<file path="src/rtl/key_feeder.sv">
// Periodic serializer that shifts a 64-bit licence key, MSB first, onto the
// watchdog's serial key port and repeats it every PERIOD clocks while enabled.
module key_feeder #(
    parameter int unsigned CLK_DIV = 4,
    parameter int unsigned PERIOD  = 25000000
) (
    input  logic        clk,
    input  logic        rst_n,
    input  logic [63:0] key,
    input  logic        enable,
    input  logic        kick,
    output logic        sclk,
    output logic        sdat,
    output logic        en,
    output logic        busy,
    output logic        frame_done
);

    typedef enum logic [1:0] {
        IDLE,
        LOW,
        HIGH,
        GAP
    } state_t;

    localparam logic [31:0] DIV_LAST = 32'(CLK_DIV - 1);
    localparam logic [31:0] PER_LAST = 32'(PERIOD - 1);

    state_t      state, state_nxt;
    logic [31:0] div_cnt, div_nxt;
    logic [31:0] period_cnt, period_nxt;
    logic [5:0]  bit_cnt, bit_nxt;
    logic [63:0] shadow, shadow_nxt;
    logic        ending, ending_nxt;
    logic        start;

    logic sclk_nxt, sdat_nxt, en_nxt;

    always_ff @(posedge clk or negedge rst_n) begin
        if (!rst_n) begin
            state      <= IDLE;
            div_cnt    <= '0;
            period_cnt <= '0;
            bit_cnt    <= '0;
            shadow     <= '0;
            ending     <= 1'b0;
        end else begin
            state      <= state_nxt;
            div_cnt    <= div_nxt;
            period_cnt <= period_nxt;
            bit_cnt    <= bit_nxt;
            shadow     <= shadow_nxt;
            ending     <= ending_nxt;
        end
    end

    always_comb begin
        state_nxt  = state;
        div_nxt    = div_cnt;
        bit_nxt    = bit_cnt;
        shadow_nxt = shadow;
        ending_nxt = 1'b0;
        start      = 1'b0;
        period_nxt = (period_cnt == PER_LAST) ? period_cnt : period_cnt + 32'd1;

        case (state)
            IDLE: begin
                if (kick || enable) start = 1'b1;
            end
            GAP: begin
                if (kick || (enable && period_cnt == PER_LAST)) start = 1'b1;
                else if (!enable) state_nxt = IDLE;
            end
            LOW: begin
                if (div_cnt == DIV_LAST) begin
                    div_nxt   = '0;
                    state_nxt = HIGH;
                end else begin
                    div_nxt = div_cnt + 32'd1;
                end
            end
            HIGH: begin
                if (div_cnt == DIV_LAST) begin
                    div_nxt = '0;
                    if (bit_cnt == 6'd0) begin
                        ending_nxt = 1'b1;
                        state_nxt  = enable ? GAP : IDLE;
                    end else begin
                        shadow_nxt = {shadow[62:0], 1'b0};
                        bit_nxt    = bit_cnt - 6'd1;
                        state_nxt  = LOW;
                    end
                end else begin
                    div_nxt = div_cnt + 32'd1;
                end
            end
            default: state_nxt = IDLE;
        endcase

        if (start) begin
            shadow_nxt = key;
            bit_nxt    = 6'd63;
            period_nxt = '0;
            div_nxt    = '0;
            state_nxt  = LOW;
        end
    end

    // Port outputs are a registered image of the current state, so every
    // output lags the FSM by one clock and none depends on an input directly.
    always_comb begin
        en_nxt   = (state == LOW) || (state == HIGH);
        sclk_nxt = (state == HIGH);
        sdat_nxt = en_nxt & shadow[63];
    end

    always_ff @(posedge clk or negedge rst_n) begin
        if (!rst_n) begin
            sclk       <= 1'b0;
            sdat       <= 1'b0;
            en         <= 1'b0;
            busy       <= 1'b0;
            frame_done <= 1'b0;
        end else begin
            sclk       <= sclk_nxt;
            sdat       <= sdat_nxt;
            en         <= en_nxt;
            busy       <= en_nxt;
            frame_done <= ending;
        end
    end

endmodule

</file>
<file path="config.mk">
export PLATFORM = sky130hd
export DESIGN_NAME = key_feeder
export DESIGN_NICKNAME = d
export VERILOG_FILES = /design/src/rtl/key_feeder.sv
export SDC_FILE = /design/constraint.sdc
export NUM_CORES = 1
export LEC_CHECK = 0
export CORE_UTILIZATION = 52
export CTS_CLUSTER_DIAMETER = 100
export DETAILED_ROUTE_END_ITERATION = 10
export PLACE_DENSITY = 0.74
export SLEW_MARGIN = 30
export SYNTH_ARGS = -nofsm -noshare
export SYNTH_HDL_FRONTEND = slang
export SYNTH_SLANG_ARGS = --single-unit
</file>
<file path="constraint.sdc">
create_clock -name clk -period 2.5 [get_ports clk]
set_clock_uncertainty 0.2 [all_clocks]
set_input_delay 0.5 -clock clk [delete_from_list [all_inputs] [get_ports clk]]
set_output_delay 0.5 -clock clk [all_outputs]
set_load 0.01 [all_outputs]
</file>
==> impl_metrics.yaml <==
outcome:
  status: "finished clean"
clock_tree:
  clock_sinks: 141
  worstSkewPairLatency_ps: 420
  root_buffer: "clkbuf_16"
  clock_path_buffers: 2
  clk_pin_slew_ps: 60
  htree_levels: 4
  numCtsBuffers: 17
  cts_tree: "built"
critical_path:
  setup.worst_path.start_class: "flip-flop"
  r2r-start: "div_cnt[28]"
  r2r_setup_slack_ps: 50
  rr_worst_depth: 8
  critPathKind: "flip-flop to flip-flop"
  worstPathMaxFanout: 7
  r2r_end: "bit_cnt[4]"
  crit_path_end_kind: "flip-flop"
  cp.arrival_ps: 2550
  cp.required_ps: 2600
job:
  drv_cap: 0
final_layout:
  final_cell_area_sq_um: 9340
  syn2layout_area_growth_pct: 30.69
  drive_gt1_share_pct: 14.68
  diodes: 0
  fin_nets: 936
  register_area_sq_um: 3535
  fill_cells: 970
  multi_input_area_sq_um: 3445
yosys:
  synth_top_area_cell: "dfrtp_1"
  synth_most_common_cell: "dfrtp_1"
  ys.flop_type: "dfrtp_1"
  syn_area_sq_um: 7147
  synth_seq_area_share_pct: 49.37
  async_reset_ff_share_pct: 100.0
  synth_edf_count: 0
  ys_ff_latch: 141
  syn_nets: 819
  synth_top_area_share_pct: 49.37
  synth.top_cells.by_area: "dfrtp_1, mux2i_1, o21ai_0"
  avgSynthCellArea_sq_um: 9.619
  yosys-top-cells-count: "dfrtp_1, nand2_1, o21ai_0"
  ys_warn_count: 0
  synth_cell_type_count: 49
  synthCells: 743
placement:
  dp_hpwl_mm: 11.33
  routabilityCongestion: 0.8418
  place_area_sq_um: 8457
  io_buffers: 72
  place_worst_setup_slack_ps: 13.87
timing:
  fin_crit_ps: 2449
  relSlewSlack_pct: 63.46
  hold_viol: 0
  rsz0062_at_grt: "yes"
  fin_crit_sh_pct: 97.95
  fmax_ghz: 0.4084
  slew_viol_final: 0
  setup_slack_ps: 51.18
  worst_pin_slew_ps: 548.1
  setup_viol_count_final: 0
  holdWs_ps: 150.4
drt:
  drc: 0
  drtPass1Iterations: 6
  num_vias: 6059
  drt_iter0_drc: 470
  wl_mm: 17.04
  wire_per_inst_microns: 16.26
  ant_nets: 0
  vias_per_cell: 5.781
global_routing:
  grt_pass1_wl_mm: 27.75
  antenna_found_initial: 0
  grt_overflow: 0
  grt_max_degree: 59
  grt_usage_pct: 24.35
  first_global_vias: 5946
floorplan:
  die-area_sq_um: 14220
  start_util_pct: 53.54
  die_w_microns: 119.2
  die_y_microns: 119.2
  ioPinCount: 73
  core-area_sq_um: 13350
  rows: 42
hold_path:
  min_delay_worst_endpoint: "frame_done"
  hp-class: "flip-flop to flip-flop"
  hp-start: "ending"
  min_path_cells: 0
pwr:
  total_power_w: 0.008811
  powerDensity_nw_per_um2: 943.3
  ir_worst_vdd_v: 0.0007918
  leakagePower_nw: 3.792
## flip-flops by register name (all words and copies together) (netlist names)
signal / count
shadow: 64
bit_cnt: 6
ending: 1
frame_done: 1
sdat: 1
state: 2
period_cnt: 32
busy: 1
sclk: 1
div_cnt: 32
## per-stage QoR
stage | cells | TNS (ps) | util, %
3_3_place_gp | 1003 | 0 | 63.36
3_5_place_dp | 1003 | 0 | 63.36
2_1_floorplan | 743 | 0 | -
5_1_grt | 1048 | -28.55 | 69.98
4_1_cts | 1035 | 0 | 68.12
6_report | 1048 | 0 | 69.98
## area by class of cell
type	instances	area share (%)
Inverter	10	0.4019
Clock buffer	20	4.889
Sequential cell	141	37.84
Timing Repair Buffer	146	15.85
Clock inverter	11	1.782
Tap cell	176	2.358
Multi-Input combinational cell	544	36.88
## power by group
part	total, W	leakage [nW]	internal (W)	switching (W)
logic	0.00288	1.67	0.00129	0.00159
clock network	0.00265	0.310	0.00171	0.000936
registers	0.00328	1.81	0.00291	0.000374
## worst max-delay path by stage
stage                     depth (start not counted)     startpoint  slack (ps)       endpoint
after global placement                            7  period_cnt[6]          60     shadow[14]
after global routing                              8  period_cnt[8]         -20     div_cnt[9]
after floorplan                                  10  period_cnt[0]         0.5  period_cnt[1]
after detailed placement                          8  period_cnt[0]          10     shadow[13]
after CTS                                         8  period_cnt[1]           4     shadow[13]
final                                             8    div_cnt[28]          50     bit_cnt[4]
## metal layers
metal / share of wire, % / global-route usage (%)
met1: 43 / 30.78
met2: 51 / 41.06
met3: 4.5 / 5.891
met4: 1.3 / 7.753
met5: 0 / 0
## layout by cell type (no fill, tap or decap), drive strengths merged, types with 9 or more instances in the layout
cell type / netlist / final
dfrtp: 141 / 141
o21ai: 112 / 112
nand2: 96 / 96
clkdlybuf4s50: 0 / 71
buf: 20 / 71
mux2i: 66 / 66
nor2: 50 / 50
nand4: 23 / 23
nand3: 23 / 23
clkbuf: 28 / 22
nor4: 20 / 20
xor2: 18 / 18
a21oi: 17 / 17
o31ai: 14 / 14
xnor2: 13 / 13
and3: 12 / 12
inv: 10 / 10
nor3: 10 / 10
a31oi: 9 / 9
## repair_timing
| action | CTS | global route |
|---|---|---|
| setup endpoints to repair | 1 | 109 |
| gates cloned | 0 | 3 |
| hold endpoints to repair | 55 | 0 |
| resized for setup | 1 | 22 |
| setup buffers | 0 | 10 |
| pin swaps | 0 | 5 |
| hold buffers | 1 | 0 |
## cell families (layout without fill, tap and decap cells)
family	after synthesis	count (layout)	share of synthesized area (%)
and+or+nand+nor	271	271	19.03
AOI/OAI and AO/OA	168	168	13.24
DFF	141	141	49.37
muxes	66	66	9.244
buffers and inverters	58	187	3.921
xor gates and xnor gates	31	31	3.799
adders and majority gates	8	8	1.401
## critical path, cell delays in order (launching register included)
cell and delay, ps:
dfrtp_2 450, nor4_4 290, nand4_1 260, nor4b_4 360, buf_6 230, buf_4 150, nand3_1 100, xor2_1 210
nand2_1 90
(Power assumes the default switching activity.)
